$ cat src/rtl/ballot_controller.sv
// Ballot sequencer: arms one ballot per officer key edge, accepts a single candidate press,
// holds a confirmation window and then strobes the tally counters once.
module ballot_controller #(
    parameter int CONFIRM_TIME = 50_000_000,
    parameter int ARM_TIMEOUT  = 500_000_000,
    parameter int TOTAL_W      = 10
) (
    input  logic               clk,
    input  logic               reset,
    input  logic               ballot_en,
    input  logic               close_poll,
    input  logic [2:0]         btn,
    output logic               ready_led,
    output logic [2:0]         conf_led,
    output logic [2:0]         vote_pulse,
    output logic [TOTAL_W-1:0] total_votes,
    output logic               multi_err,
    output logic               timeout,
    output logic               poll_closed
);

    localparam int TIMER_MAX = (ARM_TIMEOUT > CONFIRM_TIME) ? ARM_TIMEOUT : CONFIRM_TIME;
    localparam int TIMER_W   = $clog2(TIMER_MAX + 1);

    typedef enum logic [2:0] {
        IDLE    = 3'd0,
        ARMED   = 3'd1,
        CONFIRM = 3'd2,
        COMMIT  = 3'd3,
        CLOSED  = 3'd4
    } state_t;

    state_t             state_r, state_s;
    logic [TIMER_W-1:0] timer_r, timer_s;
    logic [2:0]         sel_r, sel_s;
    logic [2:0]         btn_q_r;
    logic               ben_q_r;
    logic               close_pend_r, close_pend_s;
    logic               multi_s, timeout_s;
    logic [2:0]         press_s;
    logic               ben_rise_s, press_one_s, press_many_s;

    assign press_s      = btn & ~btn_q_r;
    assign ben_rise_s   = ballot_en & ~ben_q_r;
    assign press_one_s  = $onehot(press_s);
    assign press_many_s = (press_s != 3'b000) && !press_one_s;

    // Next-state, timer, selection and event decode
    always_comb begin
        state_s      = state_r;
        timer_s      = timer_r;
        sel_s        = sel_r;
        close_pend_s = close_pend_r;
        multi_s      = 1'b0;
        timeout_s    = 1'b0;
        case (state_r)
            IDLE: begin
                if (close_poll || close_pend_r) begin
                    state_s = CLOSED;
                end else if (ben_rise_s) begin
                    state_s = ARMED;
                    timer_s = {TIMER_W{1'b0}};
                end else begin
                    state_s = IDLE;
                end
            end
            ARMED: begin
                close_pend_s = close_pend_r | close_poll;
                // A valid press wins over an expiry landing in the same cycle
                if (press_one_s) begin
                    sel_s   = press_s;
                    timer_s = {TIMER_W{1'b0}};
                    state_s = CONFIRM;
                end else if (timer_r == TIMER_W'(ARM_TIMEOUT - 1)) begin
                    timeout_s = 1'b1;
                    timer_s   = {TIMER_W{1'b0}};
                    state_s   = IDLE;
                end else begin
                    timer_s = timer_r + TIMER_W'(1);
                    multi_s = press_many_s;
                end
            end
            CONFIRM: begin
                close_pend_s = close_pend_r | close_poll;
                if (timer_r == TIMER_W'(CONFIRM_TIME - 1)) begin
                    timer_s = {TIMER_W{1'b0}};
                    state_s = COMMIT;
                end else begin
                    timer_s = timer_r + TIMER_W'(1);
                end
            end
            COMMIT: begin
                close_pend_s = close_pend_r | close_poll;
                sel_s        = 3'b000;
                state_s      = IDLE;
            end
            CLOSED: begin
                state_s = CLOSED;
            end
            default: begin
                state_s = IDLE;
                timer_s = {TIMER_W{1'b0}};
                sel_s   = 3'b000;
            end
        endcase
    end

    // State and registered outputs; outputs are decoded from the next state so they align with it
    always_ff @(posedge clk) begin
        if (reset) begin
            state_r      <= IDLE;
            timer_r      <= {TIMER_W{1'b0}};
            sel_r        <= 3'b000;
            btn_q_r      <= 3'b000;
            ben_q_r      <= 1'b0;
            close_pend_r <= 1'b0;
            ready_led    <= 1'b0;
            conf_led     <= 3'b000;
            vote_pulse   <= 3'b000;
            total_votes  <= {TOTAL_W{1'b0}};
            multi_err    <= 1'b0;
            timeout      <= 1'b0;
            poll_closed  <= 1'b0;
        end else begin
            state_r      <= state_s;
            timer_r      <= timer_s;
            sel_r        <= sel_s;
            btn_q_r      <= btn;
            ben_q_r      <= ballot_en;
            close_pend_r <= close_pend_s;
            ready_led    <= (state_s == ARMED);
            conf_led     <= (state_s == CONFIRM) ? sel_s : 3'b000;
            vote_pulse   <= (state_s == COMMIT) ? sel_s : 3'b000;
            multi_err    <= multi_s;
            timeout      <= timeout_s;
            poll_closed  <= (state_s == CLOSED);
            if ((state_s == COMMIT) && (total_votes != {TOTAL_W{1'b1}})) begin
                total_votes <= total_votes + TOTAL_W'(1);
            end else begin
                total_votes <= total_votes;
            end
        end
    end

endmodule

$ cat config.mk
export PLATFORM = sky130hd
export DESIGN_NAME = ballot_controller
export DESIGN_NICKNAME = d
export VERILOG_FILES = /design/src/rtl/ballot_controller.sv
export SDC_FILE = /design/constraint.sdc
export NUM_CORES = 1
export LEC_CHECK = 0
export CAP_MARGIN = 5
export CORE_UTILIZATION = 59
export CTS_BUF_LIST = sky130_fd_sc_hd__clkbuf_2
export CTS_CLUSTER_SIZE = 8
export DETAILED_ROUTE_END_ITERATION = 10
export DONT_BUFFER_PORTS = 1
export PLACE_DENSITY = 0.86
export SYNTH_ARGS = -nofsm -noshare
export SYNTH_HDL_FRONTEND = slang
export SYNTH_SLANG_ARGS = --single-unit
$ cat constraint.sdc
create_clock -name clk -period 2.7 [get_ports clk]
set_clock_uncertainty 0.1 [all_clocks]
set_input_delay 0.81 -clock clk [delete_from_list [all_inputs] [get_ports clk]]
set_output_delay 0.81 -clock clk [all_outputs]
set_load 0.1 [all_outputs]
==> results.md <==
* Status: finished, final reports clean
* Antenna violations before repair at 0
* Commonest register cell after synthesis: sky130_fd_sc_hd__dfxtp_1
* Slew @ Worst Pin at 0.833 ns
* Launch instance of the worst min-delay path: reset
* Area growth from synthesis to final layout at 13.4%
* Setup TNS Final at 0 ns
* RSZ-0062 raised after global routing: no
* Avg WL per Cell at 15.1 um
* Number of unique standard cell types used by synthesis at 55
* Synthesized netlist cell count at 323
* Data arrival time at the worst-slack endpoint at 2.89 ns
* Global Route Usage Sum at 0.269
* Number of setup buffers added after CTS at 0
* Cell Area, Synth at 2870 um^2
* ANT nets after route at 0
* Peak fanout along the critical path at 6
* Cell count of the worst hold path at 1
* Required time at the worst-slack endpoint at 3.04 ns
* Gate power share at 0.079
* Total of flip-flops plus latches after synthesis at 60
* Max-cap violations at 0
* Area of all placed cells without fillers at 3250 um^2
* Number of antenna cells inserted at 0
* Residual DRC count at 0
* Full die area at 5140 um^2
* Pin count of the biggest net entering global routing at 32
* Worst hold-check path type: input port to flip-flop
* Largest delay share family, worst path: simple AND/OR/NAND/NOR gates
* Leak at 1.17 nW
* Clk buf depth at 2
* Remaining Overflow, GRT at 0
* Fin crit period at 2.56 ns
* Final Cycle Share at 0.947
* Rel. slew slack at 0.440
* Sum of internal, switching and leakage power at 1.67 mW
* Placed cell area at 3120 um^2
* TritonCTS Buffers at 9
* Proportion of power drawn by the clock network at 0.377
* Clock latency of the later-clocked register in the worst-skew pair at 0.49 ns
* Crit path launch type: flip-flop
* Hold worst-path end: total_votes[6]
* Class of the most critical setup path: flip-flop to flip-flop
* CTS H-Tree Depth at 3
* Worst R2R End: timer_r[28]
* CTS sink cnt at 60
* Share of layout cells above drive strength 1 at 0.189
* Crit path cell chain: ha_1 -> inv_1 -> or4_4 -> nor3_4 -> nand2_1 -> or4_1 -> a21oi_1
* Post_cts resized at 0
* Final core occ at 0.722
* Pins Over Slew Limit at 0
* Num rows at 24
* Die outline height at 71.7 um
* Final #Nets at 365
* R2R depth at 7
* Starting density of the core at 0.636
* Crit path buf inv count at 1
* Mean number of vias per cell at 6.18
* Internal power summed over all cells at 1.26 mW
* Hold Vio Cnt, Final at 0
* Drt initial violations at 174
* Number of nets produced by synthesis at 333
* Master of the slowest instance on the critical path: sky130_fd_sc_hd__or4_4
* CTS Hold Bufs at 0
* Total Wirelength at 6230 um
* Slack of the worst reg-to-reg path at 0.14 ns
* Power dissipated by switching net loads at 0.411 mW
* Quantity of I/O buffers inserted on ports at 0
* CP max stage delay at 0.59 ns
* Hold WS at 0.261 ns
* Clk root buf: sky130_fd_sc_hd__clkbuf_2
* Fraction of power spent switching nets at 0.247
* Launch instance of the worst register-to-register path: timer_r[0]
* Syn. warnings at 0
* Fmax at 391 MHz
* Number of global-route vias before repair at 2444
* Number of enable-type register cells in the synthesized netlist at 0
* Iteration count of the initial detailed-routing pass at 5
* Worst vdd rail ir drop at 0.000338 V
* Seq pwr share at 0.544
* I/O pin count at 27
* Wire length of the first global-routing pass at 10800 um
* Pwr Density at 513 nW/um^2
* CTS tree: done
* Final setup violation count at 0
* Post-Synthesis Mean Instance Area at 8.87 um^2
* Critical path capture point type: flip-flop
* Clock-pin slew reported for the worst setup and hold paths after clock tree synthesis at 0.16 ns
* Post-synth ARST share at 0
* Number of vias after detailed routing at 2547
* Routability congestion estimate from global placement at 0.955
* Seq/Total Area, Yosys at 0.419
* Area of the core at 4500 um^2
* Post-DP HPWL at 4510 um
* Die extent in x at 71.7 um
[worst max-delay path by stage]
stage	startpoint	endpoint	depth (start not counted)	slack, ns
floorplan	btn[1]	total_votes[2]	9	-0.09
global placement	btn[1]	total_votes[3]	8	-0.08
detailed placement	btn[1]	total_votes[3]	8	-0.14
CTS	timer_r[0]	timer_r[28]	7	0.15
global route	timer_r[0]	timer_r[28]	7	0.007
finish	timer_r[0]	timer_r[28]	7	0.14
[per-stage QoR]
stage               instances  worst slack, ns
finish                    412            0.143
global route              412          0.00691
CTS                       412            0.152
detailed placement        396           -0.142
global placement          396          -0.0845
floorplan                 323          -0.0905
[cell usage in the layout (no fill, tap or decap), types with 7 or more instances in the layout]
master,netlist,layout
sky130_fd_sc_hd__o21ai_0,12,12
sky130_fd_sc_hd__a21oi_1,19,18
sky130_fd_sc_hd__nor3_1,8,8
sky130_fd_sc_hd__dfxtp_1,60,60
sky130_fd_sc_hd__buf_4,0,33
sky130_fd_sc_hd__nor2b_1,9,7
sky130_fd_sc_hd__nand3_1,18,18
sky130_fd_sc_hd__xnor2_1,9,9
sky130_fd_sc_hd__clkbuf_2,0,11
sky130_fd_sc_hd__or3_1,7,7
sky130_fd_sc_hd__nand2_1,19,19
sky130_fd_sc_hd__nand4_1,14,14
sky130_fd_sc_hd__xor2_1,10,10
sky130_fd_sc_hd__nor2_1,41,41
[flip-flops by register name, summed over array words and instances, names as in the netlist, 3 cells and up]
signal       flops
btn_q_r          3
conf_led         3
sel_r            3
state_r          3
timer_r         29
total_votes     10
vote_pulse       3
[routing by layer]
metal  GRT usage  share of wire  vias to the layer above
li1            -              -                     1241
met2       0.441           0.49                       83
met1       0.328           0.43                     1212
met3       0.103          0.068                       11
met5           0              0                        -
met4      0.0850          0.014                        0
[power groups by stage]
stage	combinational (mW)	sequential [mW]	clock (mW)
after floorplan	0.0916	0.937	0
after global placement	0.126	0.926	0
after detailed placement	0.130	0.926	0
after CTS	0.131	0.907	0.640
after global routing	0.142	0.909	0.690
final	0.131	0.907	0.628
[area by class of cell]
cell class	count	area, um^2
sequential	60	1200
clock buffer	11	55.1
clock inverter	5	76.3
timing repair buffer	34	268
tap	52	65.1
inverter	5	18.8
multi-input combinational	245	1570
fill	348	1250
[cell families (layout without fill, tap and decap cells)]
family                     Yosys count  count (layout)  share of synthesized area
AOI/OAI and AO/OA                   53              53                      0.121
xor gates and xnor gates            19              19                     0.0581
adders and majority gates            3               3                     0.0157
buffers and inverters               18              55                     0.0388
DFF                                 60              60                      0.419
muxes                                1               1                    0.00349
and+or+nand+nor                    169             169                      0.344
[synth_stat cells, drive strengths merged (3+ instances only)]
cell / count / area [um^2]
or4: 7 / 56.3
o31ai: 3 / 22.5
a22oi: 4 / 30.0
inv: 5 / 18.8
and3: 8 / 52.6
or3b: 3 / 26.3
nand4: 14 / 87.6
and2: 3 / 18.8
and4: 5 / 43.8
a21oi: 19 / 95.1
dfxtp: 60 / 1200
nor2b: 9 / 56.3
or3: 8 / 55.1
nand2: 19 / 71.3
xor2: 10 / 87.6
nor3b: 4 / 30.0
nor4b: 4 / 50.1
buf: 11 / 85.1
a31oi: 3 / 18.8
o21ai: 13 / 68.8
nand3: 19 / 100
nor3: 11 / 82.6
nand2b: 3 / 18.8
nor4: 6 / 37.5
nor2: 41 / 154
xnor2: 9 / 78.8
(Power assumes the default switching activity.)
